--- src/rtl/nmac_ingress_filter_pkg.sv ---
// nmac_ingress_filter_pkg: shared types and constants for the NMAC ingress filter.
// Holds the 134-bit word layout, tag codes, FSM encoding, the default NMAC
// Ethertype/subtype and the header-match helper.
package nmac_ingress_filter_pkg;

  localparam int unsigned WORD_W    = 134;
  localparam int unsigned PAYLOAD_W = 128;
  localparam int unsigned CNT_W     = 32;

  localparam logic [1:0] TAG_INVALID = 2'b00;
  localparam logic [1:0] TAG_HEAD    = 2'b01;
  localparam logic [1:0] TAG_BODY    = 2'b11;
  localparam logic [1:0] TAG_TAIL    = 2'b10;

  localparam logic [15:0] NMAC_ETHERTYPE = 16'hFF01;
  localparam logic [7:0]  NMAC_SUBTYPE   = 8'h04;

  typedef enum logic [1:0] {
    ST_WAIT_HEAD = 2'd0,
    ST_CLASSIFY  = 2'd1,
    ST_FWD       = 2'd2
  } state_e;

  // Packet word: tag, four reserved bits, payload.
  typedef struct packed {
    logic [1:0]           tag;
    logic [3:0]           rsvd;
    logic [PAYLOAD_W-1:0] payload;
  } word_t;

  // hdr is payload[31:8] of the Ethernet-header word: {ethertype, subtype}.
  function automatic logic is_nmac_hdr(input logic [23:0] hdr,
                                       input logic [15:0] etype,
                                       input logic [7:0]  subtype);
    return (hdr[23:8] == etype) && (hdr[7:0] == subtype);
  endfunction

endpackage

--- src/rtl/nmac_ingress_filter_if.sv ---
// nmac_ingress_filter_if: word-stream bundle between the receive path, the
// filter and its two downstream consumers.
//   master : upstream/observer side (drives iv_data, i_data_wr)
//   slave  : filter side (drives both output streams and the statistics)
interface nmac_ingress_filter_if;
  import nmac_ingress_filter_pkg::*;

  logic [WORD_W-1:0] iv_data;
  logic              i_data_wr;
  logic [WORD_W-1:0] ov_nmac_data;
  logic              o_nmac_data_wr;
  logic [WORD_W-1:0] ov_other_data;
  logic              o_other_data_wr;
  logic [CNT_W-1:0]  ov_nmac_pkt_cnt;
  logic [CNT_W-1:0]  ov_other_pkt_cnt;
  logic [CNT_W-1:0]  ov_err_cnt;

  modport master (
    output iv_data, i_data_wr,
    input  ov_nmac_data, o_nmac_data_wr, ov_other_data, o_other_data_wr,
    input  ov_nmac_pkt_cnt, ov_other_pkt_cnt, ov_err_cnt
  );

  modport slave (
    input  iv_data, i_data_wr,
    output ov_nmac_data, o_nmac_data_wr, ov_other_data, o_other_data_wr,
    output ov_nmac_pkt_cnt, ov_other_pkt_cnt, ov_err_cnt
  );

endinterface

--- src/rtl/nmac_sat_counter.sv ---
// nmac_sat_counter: 32-bit counter that sticks at all-ones.
//   i_clk, i_rst : clock, asynchronous active-high reset
//   i_clr        : synchronous clear (wins over increment)
//   i_inc        : count one event
//   ov_cnt       : current count
module nmac_sat_counter
  import nmac_ingress_filter_pkg::*;
(
  input  logic             i_clk,
  input  logic             i_rst,
  input  logic             i_clr,
  input  logic             i_inc,
  output logic [CNT_W-1:0] ov_cnt
);

  logic [CNT_W-1:0] cnt_q;
  logic [CNT_W-1:0] cnt_d;

  // Next count: clear, saturating increment, or hold.
  always_comb begin
    cnt_d = cnt_q;
    if (i_clr) begin
      cnt_d = '0;
    end else if (i_inc && (cnt_q != {CNT_W{1'b1}})) begin
      cnt_d = cnt_q + CNT_W'(1);
    end
  end

  always_ff @(posedge i_clk or posedge i_rst) begin
    if (i_rst) begin
      cnt_q <= '0;
    end else begin
      cnt_q <= cnt_d;
    end
  end

  assign ov_cnt = cnt_q;

endmodule

--- src/rtl/nmac_ingress_filter.sv ---
// nmac_ingress_filter: steers NMAC configuration frames (Ethertype/subtype
// match on word 1) to the NMAC parser port and all other frames to the
// bypass port, with a fixed two-cycle latency (hold register s1, then the
// output register). Malformed frames are closed with a forced tail.
//   i_clk, i_rst : clock, asynchronous active-high reset
//   bus (slave)  : iv_data/i_data_wr in; ov_nmac_data/o_nmac_data_wr and
//                  ov_other_data/o_other_data_wr out; three statistics counters
// Build option: define NMAC_FILTER_STAT_EN to implement the saturating
// frame/error counters; otherwise the counter outputs are tied to zero.
module nmac_ingress_filter
  import nmac_ingress_filter_pkg::*;
#(
  parameter logic [15:0] ETHERTYPE = NMAC_ETHERTYPE,
  parameter logic [7:0]  SUBTYPE   = NMAC_SUBTYPE
) (
  input  logic                 i_clk,
  input  logic                 i_rst,
  nmac_ingress_filter_if.slave bus
);

  state_e state_q, state_d;
  word_t  s1_q, s1_d;
  logic   s1_vld_q, s1_vld_d;
  logic   route_q, route_d;       // 1: current frame goes to the NMAC port

  word_t  nmac_data_q, other_data_q;
  logic   nmac_wr_q, other_wr_q;

  word_t  in_word;
  logic   in_head, in_tail, in_cont, hit;

  logic   emit_c;                  // s1 leaves for an output register this cycle
  logic   emit_nmac_c;             // ... on the NMAC port (else bypass)
  logic   force_tail_c;            // ... with its tag overwritten to tail
  word_t  out_word_c;

  assign in_word = word_t'(bus.iv_data);
  assign in_head = bus.i_data_wr && (in_word.tag == TAG_HEAD);
  assign in_tail = bus.i_data_wr && (in_word.tag == TAG_TAIL);
  assign in_cont = bus.i_data_wr && ((in_word.tag == TAG_BODY) || (in_word.tag == TAG_TAIL));
  assign hit     = is_nmac_hdr(in_word.payload[31:8], ETHERTYPE, SUBTYPE);

  // State, hold register and route flag.
  always_ff @(posedge i_clk or posedge i_rst) begin
    if (i_rst) begin
      state_q  <= ST_WAIT_HEAD;
      s1_q     <= '0;
      s1_vld_q <= 1'b0;
      route_q  <= 1'b0;
    end else begin
      state_q  <= state_d;
      s1_q     <= s1_d;
      s1_vld_q <= s1_vld_d;
      route_q  <= route_d;
    end
  end

  // Next state and emit decision for the word currently held in s1.
  always_comb begin
    state_d      = state_q;
    s1_d         = s1_q;
    s1_vld_d     = s1_vld_q;
    route_d      = route_q;
    emit_c       = 1'b0;
    emit_nmac_c  = route_q;
    force_tail_c = 1'b0;
    case (state_q)
      ST_WAIT_HEAD: begin
        // s1 may still hold the tail captured on the previous cycle.
        emit_c   = s1_vld_q;
        s1_vld_d = 1'b0;
        if (in_head) begin
          s1_d     = in_word;
          s1_vld_d = 1'b1;
          state_d  = ST_CLASSIFY;
        end
      end
      ST_CLASSIFY: begin
        emit_c = 1'b1;
        if (in_cont) begin
          // Word 1 decides the route for the held head and the rest of the frame.
          emit_nmac_c = hit;
          route_d     = hit;
          s1_d        = in_word;
          state_d     = in_tail ? ST_WAIT_HEAD : ST_FWD;
        end else if (in_head) begin
          emit_nmac_c = 1'b0;
          s1_d        = in_word;
        end else begin
          emit_nmac_c  = 1'b0;
          force_tail_c = 1'b1;
          s1_vld_d     = 1'b0;
          state_d      = ST_WAIT_HEAD;
        end
      end
      ST_FWD: begin
        emit_c = 1'b1;
        if (in_cont) begin
          s1_d = in_word;
          if (in_tail) begin
            state_d = ST_WAIT_HEAD;
          end
        end else if (in_head) begin
          force_tail_c = 1'b1;
          s1_d         = in_word;
          state_d      = ST_CLASSIFY;
        end else begin
          force_tail_c = 1'b1;
          s1_vld_d     = 1'b0;
          state_d      = ST_WAIT_HEAD;
        end
      end
      default: begin
        state_d  = ST_WAIT_HEAD;
        s1_vld_d = 1'b0;
      end
    endcase
  end

  // Outgoing word, tag overwritten when the frame is being closed early.
  always_comb begin
    out_word_c = s1_q;
    if (force_tail_c) begin
      out_word_c.tag = TAG_TAIL;
    end
  end

  // Output registers; each data register only loads when its port fires.
  always_ff @(posedge i_clk or posedge i_rst) begin
    if (i_rst) begin
      nmac_data_q  <= '0;
      other_data_q <= '0;
      nmac_wr_q    <= 1'b0;
      other_wr_q   <= 1'b0;
    end else begin
      nmac_wr_q  <= emit_c & emit_nmac_c;
      other_wr_q <= emit_c & ~emit_nmac_c;
      if (emit_c & emit_nmac_c) begin
        nmac_data_q <= out_word_c;
      end
      if (emit_c & ~emit_nmac_c) begin
        other_data_q <= out_word_c;
      end
    end
  end

  assign bus.ov_nmac_data    = nmac_data_q;
  assign bus.o_nmac_data_wr  = nmac_wr_q;
  assign bus.ov_other_data   = other_data_q;
  assign bus.o_other_data_wr = other_wr_q;

`ifdef NMAC_FILTER_STAT_EN
  logic emit_tail_c;
  logic nmac_pkt_inc_c;
  logic other_pkt_inc_c;
  logic err_inc_c;

  // A frame is counted when its (possibly forced) tail leaves on a port.
  assign emit_tail_c     = emit_c && (out_word_c.tag == TAG_TAIL);
  assign nmac_pkt_inc_c  = emit_tail_c && emit_nmac_c;
  assign other_pkt_inc_c = emit_tail_c && !emit_nmac_c;
  // Errors: any forced tail, or a head arriving while a head is still held.
  assign err_inc_c       = force_tail_c || ((state_q == ST_CLASSIFY) && in_head);

  nmac_sat_counter u_nmac_pkt_cnt (
    .i_clk  (i_clk),
    .i_rst  (i_rst),
    .i_clr  (1'b0),
    .i_inc  (nmac_pkt_inc_c),
    .ov_cnt (bus.ov_nmac_pkt_cnt)
  );

  nmac_sat_counter u_other_pkt_cnt (
    .i_clk  (i_clk),
    .i_rst  (i_rst),
    .i_clr  (1'b0),
    .i_inc  (other_pkt_inc_c),
    .ov_cnt (bus.ov_other_pkt_cnt)
  );

  nmac_sat_counter u_err_cnt (
    .i_clk  (i_clk),
    .i_rst  (i_rst),
    .i_clr  (1'b0),
    .i_inc  (err_inc_c),
    .ov_cnt (bus.ov_err_cnt)
  );
`else
  assign bus.ov_nmac_pkt_cnt  = CNT_W'(0);
  assign bus.ov_other_pkt_cnt = CNT_W'(0);
  assign bus.ov_err_cnt       = CNT_W'(0);
`endif

endmodule
--- src/flat_wrapper.sv ---
// flat-port wrapper written by rule: the top's interface ports become plain ports
module nmac_ingress_filter_flat import nmac_ingress_filter_pkg::*;
#(
  parameter logic [15:0] ETHERTYPE = NMAC_ETHERTYPE,
  parameter logic [7:0]  SUBTYPE   = NMAC_SUBTYPE
)
  (i_clk, i_rst, bus_iv_data, bus_i_data_wr, bus_ov_nmac_data, bus_o_nmac_data_wr, bus_ov_other_data, bus_o_other_data_wr, bus_ov_nmac_pkt_cnt, bus_ov_other_pkt_cnt, bus_ov_err_cnt);
  nmac_ingress_filter_if bus_i ();
  input  logic i_clk;
  input  logic i_rst;
  input wire logic [$bits(bus_i.iv_data)-1:0] bus_iv_data;
  input wire logic [$bits(bus_i.i_data_wr)-1:0] bus_i_data_wr;
  output wire logic [$bits(bus_i.ov_nmac_data)-1:0] bus_ov_nmac_data;
  output wire logic [$bits(bus_i.o_nmac_data_wr)-1:0] bus_o_nmac_data_wr;
  output wire logic [$bits(bus_i.ov_other_data)-1:0] bus_ov_other_data;
  output wire logic [$bits(bus_i.o_other_data_wr)-1:0] bus_o_other_data_wr;
  output wire logic [$bits(bus_i.ov_nmac_pkt_cnt)-1:0] bus_ov_nmac_pkt_cnt;
  output wire logic [$bits(bus_i.ov_other_pkt_cnt)-1:0] bus_ov_other_pkt_cnt;
  output wire logic [$bits(bus_i.ov_err_cnt)-1:0] bus_ov_err_cnt;
  assign bus_i.iv_data = bus_iv_data;
  assign bus_i.i_data_wr = bus_i_data_wr;
  assign bus_ov_nmac_data = bus_i.ov_nmac_data;
  assign bus_o_nmac_data_wr = bus_i.o_nmac_data_wr;
  assign bus_ov_other_data = bus_i.ov_other_data;
  assign bus_o_other_data_wr = bus_i.o_other_data_wr;
  assign bus_ov_nmac_pkt_cnt = bus_i.ov_nmac_pkt_cnt;
  assign bus_ov_other_pkt_cnt = bus_i.ov_other_pkt_cnt;
  assign bus_ov_err_cnt = bus_i.ov_err_cnt;
  nmac_ingress_filter #(.ETHERTYPE(ETHERTYPE), .SUBTYPE(SUBTYPE)) u_core (.i_clk(i_clk), .i_rst(i_rst), .bus(bus_i));
endmodule
--- config.mk ---
export PLATFORM = sky130hd
export DESIGN_NAME = nmac_ingress_filter_flat
export DESIGN_NICKNAME = d
export VERILOG_FILES = /design/src/rtl/nmac_ingress_filter_pkg.sv /design/src/rtl/nmac_ingress_filter_if.sv /design/src/rtl/nmac_sat_counter.sv /design/src/rtl/nmac_ingress_filter.sv /design/src/flat_wrapper.sv
export SDC_FILE = /design/constraint.sdc
export NUM_CORES = 1
export LEC_CHECK = 0
export BUFFER_PORTS_ARGS = -buffer_cell sky130_fd_sc_hd__buf_2
export CAP_MARGIN = 10
export CORE_AREA = 2 2 198 200
export CTS_CLUSTER_SIZE = 40
export DETAILED_ROUTE_END_ITERATION = 10
export DIE_AREA = 0 0 200 202
export MAX_ROUTING_LAYER = met4
export PLACE_DENSITY = 0.74
export SETUP_SLACK_MARGIN = 0.4
export SLEW_MARGIN = 10
export SYNTH_ARGS = -nofsm -noshare
export SYNTH_HDL_FRONTEND = slang
export SYNTH_SLANG_ARGS = --single-unit
--- constraint.sdc ---
create_clock -name i_clk -period 15.4 [get_ports i_clk]
set_input_delay 0.77 -clock i_clk [delete_from_list [all_inputs] [get_ports i_clk]]
set_output_delay 0.77 -clock i_clk [all_outputs]
set_load 0.05 [all_outputs]
### After elaboration in Yosys (flattened, before gate mapping)

Index checks and enable logic that the tools add are counted.

* flip-flop bits (word level): 408
* input bits: 137
* output and inout bits: 366
* logic and storage cells: 63

* eq/ne operators: 12
* muxes and demuxes: 23
* bitwise gates (word level): 3
* reduce and logical (&&, ||, !) cells: 11

Operators by type and width (number)
* $mux W134: 2
* $pmux W134 S2: 1
* $eq A16 B16 Y1 const B: 1
* $mux W2: 7
* $mux W1: 9
* $eq A8 B3 Y1 const B: 1
* $eq A2 B2 Y1 const B: 3
* $pmux W1 S2: 3
* $pmux W2 S3: 1
* $eq A2 B1 Y1 const B: 2
* $logic_and A1 B1 Y1: 4
* $ne A2 B2 Y1 const B: 2
* $reduce_and A2 Y1: 2
* $ne A3 B2 Y1 const B: 1
* $ne A3 B3 Y1 const B: 1
* $reduce_and A3 Y1: 1
* $and A1 B1 Y1: 2
* $logic_not A2 Y1: 1
* $ne A2 B1 Y1 const B: 1
* $reduce_bool A2 Y1: 1
* $reduce_or A2 Y1: 1
* $logic_or A1 B1 Y1: 1
* $not A1 Y1: 1

### Longest topological paths before layout

* depth after elaboration: 7
* depth in mapped cells: 9
* depth with buffers taken out: 7

### Worst setup path before layout

Ideal clock, no wire load.

* path kind: input to register
* from: input port bus_iv_data[17]
* to: register u_core.other_data_q (netlist bit u_core.bus.ov_other_data[12])
* library setup time: 0.128 ns
* arrival: 2.679 ns
* data required time: 15.272 ns
* slack: 12.593 ns
* stages: 7
* buffers on the path: 2
* cell sequence: or4b_1 > or3_1 > nor4_4 > nor4_2 > buf_2 > buf_2 > mux2_1

* word-level cells in the longest chain between the ends: 6

RTL lines
* from (decl): line flat_wrapper.sv:11 `input wire logic [$bits(bus_i.iv_data)-1:0] bus_iv_data;`
* $eq A16 B16 Y1: line nmac_ingress_filter_pkg.sv:35 `return (hdr[23:8] == etype) && (hdr[7:0] == subtype);`
* $logic_and A1 B1 Y1: line nmac_ingress_filter_pkg.sv:35
* $mux W1: line nmac_ingress_filter.sv:80 `if (in_cont) begin`
* $mux W1: line nmac_ingress_filter.sv:67 `case (state_q)`
* $not A1 Y1: line nmac_ingress_filter.sv:141 `if (emit_c & ~emit_nmac_c) begin`
* $and A1 B1 Y1: line nmac_ingress_filter.sv:141
* to (signal assigned): line nmac_ingress_filter.sv:142 `other_data_q <= out_word_c;`
* to (decl): line nmac_ingress_filter.sv:26 `word_t nmac_data_q, other_data_q;`

Every way passes these cells.
A chain may end at the register's enable or synchronous reset.

### Worst setup path in the final report

* from: register u_core.state_q[0]
* to: register u_core.nmac_data_q (netlist bit u_core.bus.ov_nmac_data[64])

* word-level cells in the longest chain between the ends: 4
* elaborated cells between the ends (all ways): 7
* those cells by class: 2 x eq/ne; 2 x mux; 1 x bitwise; 2 x reduce/logical

RTL lines
* from (decl): line nmac_ingress_filter.sv:21 `state_e state_q, state_d;`
* from (signal assigned): line nmac_ingress_filter.sv:51 `state_q <= state_d;`
* $eq A2 B1 Y1 or $eq A2 B2 Y1 (tied branches): line nmac_ingress_filter.sv:67
* $reduce_or A2 Y1 (no line)
* $pmux W1 S2: line nmac_ingress_filter.sv:67
* $and A1 B1 Y1 *: line nmac_ingress_filter.sv:138 `if (emit_c & emit_nmac_c) begin`
* to (signal assigned): line nmac_ingress_filter.sv:139 `nmac_data_q <= out_word_c;`
* to (decl): line nmac_ingress_filter.sv:26

Mark *: on every way between the ends. The rest lies on a longest branch, timed or not.

==> results_dict.tcl <==
set metrics [dict create \
    multi_input_area_mm2 0.005248 \
    critical_path_required_ps 15830 \
    start_kind "flip-flop" \
    core_region_area_mm2 0.03829 \
    period_needed_ps 3645 \
    ant_nets 0 \
    cts_max_path_buffers 3 \
    path_clk_slew_ps 60 \
    start_util 0.4186 \
    fmax_mhz 274.3 \
    clkLatencyLatePin_ps 550 \
    netlist_area_mm2 0.01603 \
    viasPerCell 4.723 \
    routedWlPerCell_um 18.05 \
    hold_buffers 0 \
    grt-busiest-layer "met2" \
    crit_start "u_core.state_q[0]" \
    cts_resized 0 \
    status "finished clean" \
    post-cts-setup-buffers 0 \
    cts_htree_levels 2 \
    critical_path.max_fanout 72 \
    antenna_found_initial 4 \
    critPathArrivalTime_ps 4070 \
    ys_ff_latch 408 \
    synthToLayoutAreaGrowth_pct 22.29 \
    cts-root-buf "clkbuf_16" \
    gp_congestion 0.7697 \
    fin_util 0.5119 \
    use_met1 0.2152 \
    via_count 9333 \
    powerDensity_mw_per_mm2 217.9 \
    setup_viol 0 \
    fin_skew_ps 12.36 \
    use_met3 0.05874 \
    synth_cell_types 35 \
    syn_inst 1005 \
    timing.hold.ws_ps 353.6 \
    first_pass_iters 4 \
    rr_startpoint "u_core.state_q[0]" \
    worst_slew_pin_slew_ps 1134 \
    io_buffers 406 \
    setup_tns_ps 0 \
    row_count 72 \
    yosys_warnings 0 \
    die_area_mm2 0.04040 \
    die_w_um 200 \
    rsz0062_at_grt "false" \
    dp_hpwl_um 24130 \
    num_io_pins 503 \
    slew_viol_final 0 \
    ir_worst_vdd_mv 0.1510 \
    min_path_type "primary input to async pin" \
    layout_commonest_cell "dfrtp_1" \
    use_met2 0.2906 \
    path_class "flip-flop to flip-flop" \
    drv_cap 0 \
    drc 0 \
    relSlewSlack 0.2443 \
    drive_gt1_frac 0.5671 \
    first_iter_violations 258 \
    seq_area_frac_synth 0.6371 \
    fill_cells 3215 \
    regArea_mm2 0.01021 \
    fin_crit_sh 0.2367 \
    cts_tree "built" \
    clkSinkCount 408 \
    leakage_uw 0.01001 \
    mostFrequentLayoutCells "408 x dfrtp_1, 406 x buf_2, 337 x mux2_2" \
    die_y_um 202 \
    wl_um 35670 \
    grt_start_max_net_pins 113 \
    fin_nets 1561 \
    final-hold-violation-count 0 \
    endpoint_kind "flip-flop" \
    p_total_uw 4271 \
    syn_area_per_cell_um2 15.95 \
    cts-buffers-inserted 42 \
    grt_pass1_vias 9911 \
    grt_use_total 0.1827 \
    grt_pass1_wl_um 55340 \
    overflow 0 \
]
==> Yosys cell counts, drive strengths merged <==
cell    number  area share
nor3         1     0.00031
inv          4     0.00094
ha           4      0.0031
o21ai        3      0.0012
a31oi        1     0.00039
clkbuf      28      0.0066
a21boi       1     0.00047
o22ai        1     0.00039
or3b         1     0.00055
nor4b        1     0.00055
nor2b        4      0.0016
or4b         3      0.0019
nor4         2      0.0021
buf        112       0.052
nand3        2     0.00062
a21o         1     0.00047
nand2        6      0.0014
mux2i        1     0.00062
nor2         4     0.00094
o211ai       2     0.00094
or3          1     0.00039
nand4        2     0.00078
mux2       400        0.28
and2         2     0.00078
a21oi        7      0.0022
nand2b       2     0.00078
dfrtp      408        0.64
conb         1     0.00023
==> worst paths after layout <==
kind | endpoint | slack [ps] | cells past startpoint
worst min register to register | u_core.route_q | 480 | 1
min in group i_clk | u_core.out_word_c[73] | 450 | 2
worst max register to register | u_core.bus.ov_nmac_data[64] | 11750 | 8
max in group asynchronous | u_core.out_word_c[131] | 12690 | 4
worst min-delay path | u_core.bus.ov_other_data[126] | 350 | 2
worst max-delay path | u_core.bus.ov_nmac_data[64] | 11750 | 8
==> critical path: stages, from the launching register on <==
cell and delay (ps):
dfrtp_1 410, inv_1 90, ha_1 390, a21oi_1 320
nor2_1 130, o21ai_4 70, buf_4 690, buf_4 940
mux2_2 420
==> flip-flops by register name (all words and copies together) (netlist names) <==
register and flops:
u_core.bus.o_nmac_data_wr 1, u_core.bus.o_other_data_wr 1, u_core.bus.ov_nmac_data 134, u_core.bus.ov_other_data 134, u_core.out_word_c 132, u_core.route_q 1
u_core.s1_q 2, u_core.s1_vld_q 1, u_core.state_q 2
==> power breakdown <==
| part | switching [uW] | internal, uW | total (uW) |
|---|---|---|---|
| Clock | 412 | 583 | 995 |
| Combinational | 1070 | 554 | 1630 |
| Sequential | 215 | 1430 | 1650 |
==> final cells by class <==
cell class | count | area share
Inverter | 4 | 0.001149
Clock buffer | 63 | 0.06231
Tap cell | 518 | 0.03307
Clock inverter | 14 | 0.006639
Antenna cell | 5 | 0.0006384
Multi-Input combinational cell | 548 | 0.2677
Timing Repair Buffer | 416 | 0.1075
Sequential cell | 408 | 0.5209
==> stage by stage <==
| stage | worst slack [ps] | instances | cell area (um^2) |
|---|---|---|---|
| 3_3_place_gp | 11490 | 1894 | 18240 |
| 5_1_grt | 11380 | 1975 | 19600 |
| 2_1_floorplan | 3279 | 1100 | 16380 |
| 4_1_cts | 11620 | 1971 | 19590 |
| 3_5_place_dp | 11440 | 1894 | 18240 |
| 6_report | 11750 | 1976 | 19600 |
==> logic make-up (layout without fill, tap and decap cells) <==
| kind of cell | count (synthesis) | in the layout | share of synthesized area |
|---|---|---|---|
| AO/OA/AOI/OAI | 16 | 16 | 0.006012 |
| adder cells (fa/ha/maj) | 4 | 4 | 0.003123 |
| buffers and inverters | 144 | 497 | 0.05925 |
| flip-flops | 408 | 408 | 0.6371 |
| multiplexers | 401 | 401 | 0.2817 |
| other | 1 | 101 | 0.0002340 |
| AND/OR/NAND/NOR | 31 | 31 | 0.01265 |
==> layer usage <==
layer | up-vias | part of all wire
met3 | 78 | 0.085
met1 | 4740 | 0.40
li1 | 4167 | -
met5 | - | 0
met2 | 348 | 0.49
met4 | 0 | 0.029
No activity file was read; power rests on OpenSTA's default activity.
